## src/rtl/ram_burst_writer.sv

```systemverilog
// ram_burst_writer: streams a burst of upstream words into consecutive RAM
// write addresses (modulo 2^AW), one registered write per accepted beat.
// Ports: clk, rst_n (async active-low); command start/base_addr/len_m1/abort;
// stream s_valid/s_data/s_ready; RAM ram_we/ram_waddr/ram_di;
// status busy/done/cmd_err.
// Build option: RAM_BURST_WRITER_CKSUM_EN adds output cksum (sum of burst).
module ram_burst_writer #(
    parameter int AW = 8,
    parameter int DW = 16
) (
    input  logic          clk,
    input  logic          rst_n,
    input  logic          start,
    input  logic [AW-1:0] base_addr,
    input  logic [AW-1:0] len_m1,
    input  logic          abort,
    input  logic          s_valid,
    input  logic [DW-1:0] s_data,
    output logic          s_ready,
    output logic          ram_we,
    output logic [AW-1:0] ram_waddr,
    output logic [DW-1:0] ram_di,
    output logic          busy,
    output logic          done,
    output logic          cmd_err
`ifdef RAM_BURST_WRITER_CKSUM_EN
    ,
    output logic [DW-1:0] cksum
`endif
);

    typedef enum logic [1:0] {
        S_IDLE,
        S_RUN,
        S_DONE
    } state_t;

    state_t        r_state;
    state_t        w_next;
    logic          w_ready;
    logic          w_beat;
    logic          w_accept;
    logic [AW-1:0] r_addr;
    logic [AW-1:0] r_rem;
    logic          r_we;
    logic [AW-1:0] r_waddr;
    logic [DW-1:0] r_di;
    logic          r_cmd_err;

    always_comb begin
        w_next  = r_state;
        w_ready = 1'b0;
        unique case (r_state)
            S_IDLE: begin
                if (start) w_next = S_RUN;
            end
            S_RUN: begin
                // abort masks the beat in the same cycle
                if (abort) begin
                    w_next = S_IDLE;
                end else begin
                    w_ready = 1'b1;
                    if (s_valid && (r_rem == '0)) w_next = S_DONE;
                end
            end
            S_DONE: begin
                w_next = S_IDLE;
            end
            default: begin
                w_next = S_IDLE;
            end
        endcase
    end

    assign w_beat   = w_ready && s_valid;
    assign w_accept = (r_state == S_IDLE) && start;

    always_ff @(posedge clk or negedge rst_n) begin
        if (!rst_n) begin
            r_state   <= S_IDLE;
            r_addr    <= '0;
            r_rem     <= '0;
            r_we      <= 1'b0;
            r_waddr   <= '0;
            r_di      <= '0;
            r_cmd_err <= 1'b0;
        end else begin
            r_state   <= w_next;
            r_we      <= w_beat;
            r_cmd_err <= start && (r_state != S_IDLE);
            if (w_accept) begin
                r_addr <= base_addr;
                r_rem  <= len_m1;
            end else if (w_beat) begin
                r_addr  <= r_addr + AW'(1);
                r_rem   <= r_rem - AW'(1);
                r_waddr <= r_addr;
                r_di    <= s_data;
            end
        end
    end

`ifdef RAM_BURST_WRITER_CKSUM_EN
    logic [DW-1:0] r_sum;

    always_ff @(posedge clk or negedge rst_n) begin
        if (!rst_n) begin
            r_sum <= '0;
        end else if (w_accept) begin
            r_sum <= '0;
        end else if (w_beat) begin
            r_sum <= r_sum + s_data;
        end
    end

    assign cksum = r_sum;
`endif

    // DONE is entered on the edge that registers the last write,
    // so done lines up with the final ram_we.
    assign s_ready   = w_ready;
    assign ram_we    = r_we;
    assign ram_waddr = r_waddr;
    assign ram_di    = r_di;
    assign busy      = (r_state != S_IDLE);
    assign done      = (r_state == S_DONE);
    assign cmd_err   = r_cmd_err;

endmodule
```

## config.mk

```make
export PLATFORM = sky130hd
export DESIGN_NAME = ram_burst_writer
export DESIGN_NICKNAME = d
export VERILOG_FILES = /design/src/rtl/ram_burst_writer.sv
export SDC_FILE = /design/constraint.sdc
export NUM_CORES = 1
export LEC_CHECK = 0
export BUFFER_PORTS_ARGS = -buffer_cell sky130_fd_sc_hd__clkbuf_2
export CAP_MARGIN = 20
export CORE_MARGIN = 10
export CORE_UTILIZATION = 50
export DETAILED_ROUTE_END_ITERATION = 12
export GPL_ROUTABILITY_DRIVEN = 0
export PLACE_DENSITY = 0.81
export SLEW_MARGIN = 20
export SYNTH_ARGS = -nofsm -noshare
export SYNTH_HDL_FRONTEND = slang
export SYNTH_SLANG_ARGS = --single-unit
```

## constraint.sdc

```tcl
create_clock -name clk -period 1.7 [get_ports clk]
set_input_delay 0.34 -clock clk [delete_from_list [all_inputs] [get_ports clk]]
set_output_delay 0.34 -clock clk [all_outputs]
set_load 0.1 [all_outputs]
```

==> impl_metrics.yaml <==
route:
  drtAntennaViolNets: 0
  wire_per_inst_um: 14.8
  vias: 1759
  wl_mm: 4.95
  vias_per_cell: 5.27
  drc: 0
  dr.pass1.iters: 4
  drtIter0Drc: 146
sta:
  max_freq_mhz: 603
  finalSetupViolCount: 0
  hold_viol_final: 18
  hold_ws_ns: -0.00645
  finalCritPeriodShare_pct: 97.6
  finalCriticalPeriod_ns: 1.66
  setup_tns_ns: 0
  drv_slew: 0
  slew_headroom_pct: 63.2
  rsz0062_at_grt: "yes"
  skew_ns: 0.00642
  tightest_slew_ns: 0.555
critical_path:
  path_delay_family: "flip-flops"
  cp-start-kind: "flop"
  cp.arrival_ns: 1.32
  ff2ff_path_depth: 3
  critPathKind: "reg2out"
  crit_fanout: 6
  r2r_end: "r_rem[7]"
  cpMaxStageDelayCell: "dfrtp_1"
  path_cells: "buf_6 > nor3b_4 > buf_12"
  r2r_start: "r_rem[4]"
  slowest_delay_ns: 0.41
  cp_num_buf_inv: 2
  required_ns: 1.36
  rrSetupSlack_ns: 0.04
  endpoint_kind: "output port"
die:
  die_area_um2: 7070
  start_util_pct: 51.3
  die_h_um: 84.1
  fp.dieW_um: 84.1
  coreArea_um2: 4000
  ios: 66
  rows: 23
global_route:
  use_met2_pct: 22.4
  grt_pass1_vias: 1756
  antenna_found_initial: 0
  grt_max_degree: 33
  grt_util_met3_pct: 6.15
  met1_usage_pct: 15.8
  grt.total_usage_pct: 13.9
  gr-total-overflow: 0
  grt_pass1_wl_mm: 8.18
  grt.busiest_layer: "met2"
clock_tree:
  root_buffer: "clkbuf_8"
  clk_pin_slew_ns: 0.08
  cts_tree: "done"
  cts.path.max_buffers: 2
  htree_levels: 2
  worstSkewPairLatency_ns: 0.29
  numCtsBuffers: 5
  holdBufCountCts: 0
  cts.sinks: 44
power_and_ir_drop:
  power_density_nw_per_um2: 1760
  p_total_w: 0.00471
  ir_drop_mv: 0.760
  p_leak_nw: 1.36
logic_synthesis:
  synth-edff-count: 0
  yosys_warnings: 0
  synth_common_cells: "81 x nand2_1, 44 x dfrtp_1, 7 x a221o_1, 7 x nor2_1"
  syn-instance-count: 212
  yosysTopAreaCellShare_pct: 53.6
  syn_area_um2: 2050
  avgSynthCellArea_um2: 9.68
  async_flop_share_pct: 100
  ys_seq_elements: 44
  seq_area_frac_synth_pct: 53.6
  ys_types: 36
  synth_top_flop_cell: "dfrtp_1"
  synth_top_cell_by_area: "dfrtp_1"
  synth_nets: 252
  synth.area.top_cells: "dfrtp_1 54%, nand2_1 15%, a221o_1 3.4%, ha_1 1.8%, o311ai_0 1.7%"
  yosysMostFrequentCell: "nand2_1"
placement:
  placedCellCount: 324
  port_buffers: 65
  place_hpwl_mm: 3.80
flow_run:
  max_cap_viol_count: 0
layout:
  fin_cells: 334
  finish.utilization_pct: 66.8
  final_nets: 323
  num_antenna_cells: 0
  final_layout_size_suffix_gt1_share_pct: 33.5
  area_growth_pct: 30.0
outcome:
  status: "finished, violations left"
  violations: "negative hold slack"
worst_hold_path:
  min_path_type: "in2async"
## power breakdown
group / total (W) / internal (W) / leakage [nW] / switching (W)
registers: 0.00159 / 0.00134 / 0.547 / 0.000241
logic: 0.00235 / 0.000473 / 0.761 / 0.00187
clock network: 0.000775 / 0.000436 / 0.0552 / 0.000339
total: 0.00471 / 0.00225 / 1.36 / 0.00245
## worst register-to-register path: cells and delay by family, from the launching register on
family	cells	cell delay [ns]
AND/OR/NAND/NOR	1	0.58
AO/OA/AOI/OAI	2	0.53
flip-flops	1	0.42
## metal layers
layer  vias up  routed length, µm  part of all wire (%)
li1        871                  -                     -
met1       818               2140                    43
met2        65               2330                    47
met3         5                422                   8.5
met4         0                 61                   1.2
met5         -                  0                     0
## placed cells by master (no fill, tap or decap), drive strengths merged, types with 2 or more instances in the layout
master / instances
and4bb: 2
dfrtp: 44
nand2: 81
nand3: 5
buf: 12
a221o: 7
a31oi: 4
mux2: 2
nor2: 7
mux2i: 3
clkbuf: 68
or2: 2
ha: 3
nor3b: 4
or3: 3
or4: 4
inv: 4
o211ai: 3
nor3: 6
nand2b: 2
and2: 2
o311ai: 5
## metrics by stage
stage	area, µm²	setup slack (ns)	hold WS (ns)
2_1_floorplan	2070	0.0418	0.0444
3_3_place_gp	2540	0.125	0.317
3_5_place_dp	2540	0.0664	0.326
4_1_cts	2650	0.00992	0.00159
5_1_grt	2670	-0.0151	0.0285
6_report	2670	0.0416	-0.00645
## cell families (layout without fill, tap and decap cells)
group / Yosys count / count (layout) / synth area share (%)
compound gates: 23 / 23 / 9.32
flops: 44 / 44 / 53.6
mux: 5 / 5 / 2.56
fa+ha+maj: 3 / 3 / 1.83
simple gates: 123 / 123 / 29.0
buf+inv: 14 / 86 / 3.66
## flip-flops by register name, summed over array words and instances, names as in the netlist
signal,count
cmd_err,1
r_addr,8
r_rem,8
r_state,2
ram_di,16
ram_waddr,8
ram_we,1
## final cells by class
class                   count  area (µm²)
fillers                   310        1330
flip-flops and latches     44        1100
multi-input cells         154         891
repair buffers             74         492
clock buffers               6        72.6
well taps                  50        62.6
clock inverters             2        35.0
inverters                   4        15.0
## worst max-delay path by stage
stage | startpoint | to | slack, ns | cells after the start
final | r_state[1] | s_ready | 0.04 | 3
after global routing | r_state[1] | s_ready | -0.02 | 3
after CTS | r_state[1] | s_ready | 0.01 | 3
after detailed placement | r_rem[4] | r_rem[7] | 0.07 | 3
after global placement | abort | r_addr[3] | 0.12 | 5
after floorplan | r_state[1] | r_state[0] | 0.04 | 3
## repair_timing
action	4_1_cts	5_1_grt
setup buffers	0	2
setup endpoints to repair	1	1
resized for setup	1	1
pin swaps	0	1
Note: power is estimated with default switching activity, not from simulation.
